[src/rtl/cpu_pkg.sv]
// rtl/cpu_pkg.sv - shared loader types and constants
package cpu_pkg;

   typedef enum logic [2:0] {
      LST_IDLE   = 3'd0,
      LST_CNT_LO = 3'd1,
      LST_CNT_HI = 3'd2,
      LST_DATA   = 3'd3,
      LST_CHECK  = 3'd4
   } loader_state_e;

   localparam logic [7:0] LOADER_SYNC = 8'hA5;

   localparam logic [1:0] LERR_NONE = 2'd0;
   localparam logic [1:0] LERR_CHK  = 2'd1;
   localparam logic [1:0] LERR_OVF  = 2'd2;
   localparam logic [1:0] LERR_TMO  = 2'd3;

endpackage

[src/rtl/loader_wdog.sv]
// rtl/loader_wdog.sv - inter-byte idle watchdog for the loader
module loader_wdog #(
   parameter int TIMEOUT = 1024
) (
   input  logic clk,
   input  logic rst,
   input  logic clr,
   input  logic en,
   output logic expired
);

   localparam int CW = $clog2(TIMEOUT + 1);
   localparam logic [CW-1:0] LAST = CW'(TIMEOUT - 1);

   logic [CW-1:0] cnt;

   // Fires on the edge that would complete TIMEOUT idle cycles, so the abort lands at t+TIMEOUT.
   assign expired = en && !clr && (cnt == LAST);

   always_ff @(posedge clk or negedge rst) begin
      if (!rst) begin
         cnt <= '0;
      end else if (clr || !en) begin
         cnt <= '0;
      end else if (cnt != LAST) begin
         cnt <= cnt + 1'b1;
      end
   end

endmodule

[src/rtl/imem_loader.sv]
// rtl/imem_loader.sv - framed byte-stream loader writing 32-bit words into imem
module imem_loader
   import cpu_pkg::*;
#(
   parameter int ADDR_W  = 10,
   parameter int TIMEOUT = 1024
) (
   input  logic              clk,
   input  logic              rst,
   input  logic              in_valid,
   input  logic [7:0]        in_data,
   output logic              in_ready,
   output logic              mem_we,
   output logic [ADDR_W-1:0] mem_addr,
   output logic [31:0]       mem_wdata,
   output logic              cpu_hold,
   output logic              load_done,
   output logic              load_err,
   output logic [1:0]        err_code
);

   localparam logic [16:0] CAPACITY = 17'(1) << ADDR_W;

   loader_state_e state;
   logic [7:0]    cnt_lo;
   logic [15:0]   word_cnt;
   logic [15:0]   word_idx;
   logic [1:0]    byte_idx;
   logic [23:0]   word_buf;
   logic [7:0]    chk;

   logic          accept;
   logic          tmo_expired;
   logic [15:0]   frame_n;
   logic          last_word;

   assign accept    = in_valid && in_ready;
   assign frame_n   = {in_data, cnt_lo};
   assign last_word = (word_idx == word_cnt - 16'd1);

   loader_wdog #(
      .TIMEOUT (TIMEOUT)
   ) u_wdog (
      .clk     (clk),
      .rst     (rst),
      .clr     (accept),
      .en      (state != LST_IDLE),
      .expired (tmo_expired)
   );

   always_ff @(posedge clk or negedge rst) begin
      if (!rst) begin
         state     <= LST_IDLE;
         in_ready  <= 1'b0;
         mem_we    <= 1'b0;
         mem_addr  <= '0;
         mem_wdata <= '0;
         cpu_hold  <= 1'b0;
         load_done <= 1'b0;
         load_err  <= 1'b0;
         err_code  <= LERR_NONE;
         cnt_lo    <= '0;
         word_cnt  <= '0;
         word_idx  <= '0;
         byte_idx  <= '0;
         word_buf  <= '0;
         chk       <= '0;
      end else begin
         in_ready  <= 1'b1;
         mem_we    <= 1'b0;
         load_done <= 1'b0;
         load_err  <= 1'b0;

         // Aborts leave cpu_hold set: only a verified frame may release the CPU.
         if (tmo_expired) begin
            load_err <= 1'b1;
            err_code <= LERR_TMO;
            state    <= LST_IDLE;
         end else if (accept) begin
            case (state)
               LST_IDLE: begin
                  if (in_data == LOADER_SYNC) begin
                     state    <= LST_CNT_LO;
                     byte_idx <= '0;
                     word_idx <= '0;
                     chk      <= '0;
                     cpu_hold <= 1'b1;
                  end
               end
               LST_CNT_LO: begin
                  cnt_lo <= in_data;
                  state  <= LST_CNT_HI;
               end
               LST_CNT_HI: begin
                  if ({1'b0, frame_n} > CAPACITY) begin
                     load_err <= 1'b1;
                     err_code <= LERR_OVF;
                     state    <= LST_IDLE;
                  end else if (frame_n == 16'd0) begin
                     state <= LST_CHECK;
                  end else begin
                     word_cnt <= frame_n;
                     state    <= LST_DATA;
                  end
               end
               LST_DATA: begin
                  chk      <= chk ^ in_data;
                  byte_idx <= byte_idx + 2'd1;
                  case (byte_idx)
                     2'd0: word_buf[7:0]   <= in_data;
                     2'd1: word_buf[15:8]  <= in_data;
                     2'd2: word_buf[23:16] <= in_data;
                     default: begin
                        mem_we    <= 1'b1;
                        mem_addr  <= word_idx[ADDR_W-1:0];
                        mem_wdata <= {in_data, word_buf};
                        word_idx  <= word_idx + 16'd1;
                        if (last_word) state <= LST_CHECK;
                     end
                  endcase
               end
               LST_CHECK: begin
                  state <= LST_IDLE;
                  if (in_data == chk) begin
                     load_done <= 1'b1;
                     cpu_hold  <= 1'b0;
                     err_code  <= LERR_NONE;
                  end else begin
                     load_err <= 1'b1;
                     err_code <= LERR_CHK;
                  end
               end
               default: state <= LST_IDLE;
            endcase
         end
      end
   end

endmodule

[config.mk]
export PLATFORM = sky130hd
export DESIGN_NAME = imem_loader
export DESIGN_NICKNAME = d
export VERILOG_FILES = /design/src/rtl/cpu_pkg.sv /design/src/rtl/loader_wdog.sv /design/src/rtl/imem_loader.sv
export SDC_FILE = /design/constraint.sdc
export NUM_CORES = 1
export LEC_CHECK = 0
export ABC_AREA = 1
export CORE_ASPECT_RATIO = 2
export CORE_MARGIN = 4
export CORE_UTILIZATION = 52
export CTS_BUF_LIST = sky130_fd_sc_hd__clkbuf_16
export CTS_CLUSTER_DIAMETER = 60
export DETAILED_ROUTE_END_ITERATION = 8
export GPL_TIMING_DRIVEN = 1
export MAX_ROUTING_LAYER = met4
export PLACE_DENSITY_LB_ADDON = 0.1
export SLEW_MARGIN = 20
export SYNTH_ARGS = -nofsm -noshare
export SYNTH_HDL_FRONTEND = slang
export SYNTH_SLANG_ARGS = --single-unit
[constraint.sdc]
create_clock -name clk -period 1.7 [get_ports clk]
set_input_delay 0.34 -clock clk [delete_from_list [all_inputs] [get_ports clk]]
set_output_delay 0.34 -clock clk [all_outputs]
set_load 0.02 [all_outputs]
==> results.yml <==
outcome:
  status: "finished with violations"
  violations: "negative setup slack"
synth:
  syn_area_um2: 6564
  synth_top_cell_by_area: "dfrtp_1"
  syn_avg_cell_area_um2: 8.319
  synth_fp_nets: 807
  synth-edff-count: 0
  ys_seq_area_share_pct: 52.23
  ys_seq_elements: 137
  synth_cell_types: 42
  ys_warn_count: 0
  synth_area_leaders: "dfrtp_1 52%, nand2_1 15%, o21ai_0 5.7%, inv_1 4.4%, nor2_1 3.4%"
  ys_top_cells_by_count: "255 x nand2_1, 137 x dfrtp_1, 77 x inv_1"
  syn_inst: 789
  ys_async_sr_fraction_pct: 100.0
  synth_top_area_share_pct: 52.23
  yosysMostFrequentCell: "nand2_1"
  synthFlopType: "dfrtp_1"
grt:
  grt_overflow: 0
  grt_usage_pct: 26.21
  grt_pass1_vias: 6259
  use_met1_pct: 27.32
  grt_busiest_layer: "met2"
  use_met2_pct: 46.52
  antenna_found_initial: 0
  grt_max_degree: 42
  grt_pass1_wl_mm: 29.27
  global_route.usage.met3_pct: 4.745
clocking:
  htree_num_levels: 4
  clk_path_buf_depth: 2
  cts_inserted_buffers: 17
  cts_sinks: 137
  cts_tree: "built"
  clk_latency_ns: 0.43
  cts-root-buf: "clkbuf_16"
  path_clk_slew_ns: 0.07
critical_path:
  cp-end-kind: "flip-flop"
  cp_max_fo: 4
  worstSetupPathType: "flip-flop to flip-flop"
  crit_arrival_ns: 2.42
  startpoint_type: "flip-flop"
  cp_slowest_cell: "dfrtp_1"
  ff2ff_path_depth: 16
  r2r_start: "word_cnt[1]$_DFFE_PN0P_"
  r2r_slack_ns: -0.41
  required_ns: 2.02
  path_cells: "inv_1, ha_4, nand2_4, nand2_4, nor2_4, nand2_2, nor2_4, nand3_2, nor2_1, nand2_1, nor2_1, nand3_1, nand2_2, nand2_2, nand2_1, nand2_1"
  timing.critical_path.from: "word_cnt[1]$_DFFE_PN0P_"
  r2r_end: "state[2]$_DFFE_PN0P_"
  slowest_delay_ns: 0.42
  crit_end: "state[2]$_DFFE_PN0P_"
place:
  port_buffers: 59
  place.gp.congestion: 0.9410
  dp_hpwl_mm: 12.61
  dp_cells: 1081
  place_area_um2: 8113
  preCtsSetupSlack_ns: -0.5051
die:
  start_util_pct: 53.51
  fp.dieArea_um2: 14590
  num_io_pins: 60
  coreArea_um2: 12270
  fp.dieW_um: 87.45
  num_rows: 57
  fp.dieH_um: 166.9
sta:
  rsz0062_at_grt: "yes"
  setup_viol: 64
  layout_min_cycle_time_ns: 2.107
  final_max_slew_viol_count: 0
  fin_crit_sh_pct: 124.0
  fin_setup_tns_ns: -4.432
  skew_ns: 0.008104
  setup_ws_ns: -0.4072
  fmax_mhz: 474.6
  finalHoldViolCount: 0
final_layout:
  syn_to_final_growth_pct: 50.17
  fin_util_pct: 80.36
  diodes: 0
  nets: 1011
  fin_cells: 1153
  fin_area_um2: 9857
  drive_gt1_share_pct: 35.29
detailed_routing:
  first_pass_iters: 5
  finalWirelength_mm: 21.22
  postRouteAntennaNets: 0
  vias_per_cell: 5.651
  wl_per_cell_um: 18.41
  drc: 0
  num_vias: 6516
  drt_iter0_drc: 521
flow_run:
  drv_cap: 0
pwr:
  max-vdd-ir-drop_uv: 1092
  p_leak_nw: 5.118
  power_density_nw_per_um2: 1129
hold_path:
  min_path_type: "primary input to flip-flop"
==> power by group <==
group          switching, mW  internal [mW]  total [mW]
logic                   1.79           1.36        3.15
registers              0.367           3.74        4.11
clock network           1.73           2.13        3.87
==> kinds of logic (layout without fill, tap and decap cells) <==
group	after synthesis	after routing	share of synthesized area, %
buf+inv	101	318	6.596
flops	137	137	52.23
fa+ha+maj	7	7	1.334
other cells	1	1	0.05713
simple gates	402	402	26.46
compound gates	114	114	9.722
xor+xnor	27	27	3.603
==> per-stage QoR <==
| stage | hold slack, ns | total power [mW] |
|---|---|---|
| floorplan | 0.04441 | 5.348 |
| global placement | 0.2613 | 6.451 |
| detailed placement | 0.2614 | 6.564 |
| CTS | 0.3843 | 10.44 |
| global route | 0.3789 | 11.61 |
| finish | 0.3639 | 11.13 |
==> sequential cells by signal, summed over array words and instances, names as in the netlist, 2 cells and up <==
signal,flops
word_buf,24
cnt_lo,8
chk,8
mem_addr,10
byte_idx,2
state,3
word_idx,16
word_cnt,16
mem_wdata,32
u_wdog.cnt,11
err_code,2
==> worst max-delay path, delay by kind of cell (launching register included) <==
kind	cells	cell delay [ns]
buffers and inverters	1	0.12
flip-flops	1	0.42
AND/OR/NAND/NOR	14	1.23
adder cells (fa/ha/maj)	1	0.22
==> area by class of cell <==
class | count | area (µm²)
timing repair buffer | 201 | 1939
timing repair inverter | 1 | 11.26
sequential | 137 | 3431
tap | 147 | 183.9
fill | 722 | 2410
multi-input combinational | 551 | 3341
clock inverter | 15 | 197.7
inverter | 84 | 327.8
clock buffer | 17 | 425.4
==> per-layer routing <==
metal / wire length [µm] / share of wire [%]
met1: 7370 / 35
met2: 11880 / 56
met3: 813 / 3.8
met4: 1159 / 5.5
met5: 0 / 0
==> placed cells by master, fill, tap and decap left out, types with 29 or more instances in the layout <==
master	instances
nor2_1	48
nand2_4	29
nand3_1	29
dfrtp_1	135
dlygate4sd2_1	48
nand2_2	47
buf_4	107
inv_1	61
o21ai_0	52
nand2_1	183
==> worst min-delay path by stage <==
| stage | from | to | slack [ns] | depth (start not counted) |
|---|---|---|---|---|
| 2_1_floorplan | rst | byte_idx[0]$_DFFE_PN0P_ | 0.04 | 0 |
| 4_1_cts | rst | mem_wdata[29]$_DFFE_PN0P_ | 0.38 | 2 |
| 3_3_place_gp | rst | mem_addr[1]$_DFFE_PN0P_ | 0.26 | 1 |
| 3_5_place_dp | rst | mem_wdata[1]$_DFFE_PN0P_ | 0.26 | 1 |
| 5_1_grt | in_data[6] | mem_wdata[30]$_DFFE_PN0P_ | 0.38 | 4 |
| 6_report | in_data[6] | mem_wdata[30]$_DFFE_PN0P_ | 0.36 | 4 |
==> timing repair <==
item / CTS / global route
pin swaps: 7 / 39
setup buffers: 5 / 22
endpoints found under the hold margin: 32 / 0
hold buffers: 1 / 0
resized for setup: 66 / 223
gates cloned: 0 / 13
endpoints found under the setup margin: 112 / 109
Power figures use the tool's default switching activity.
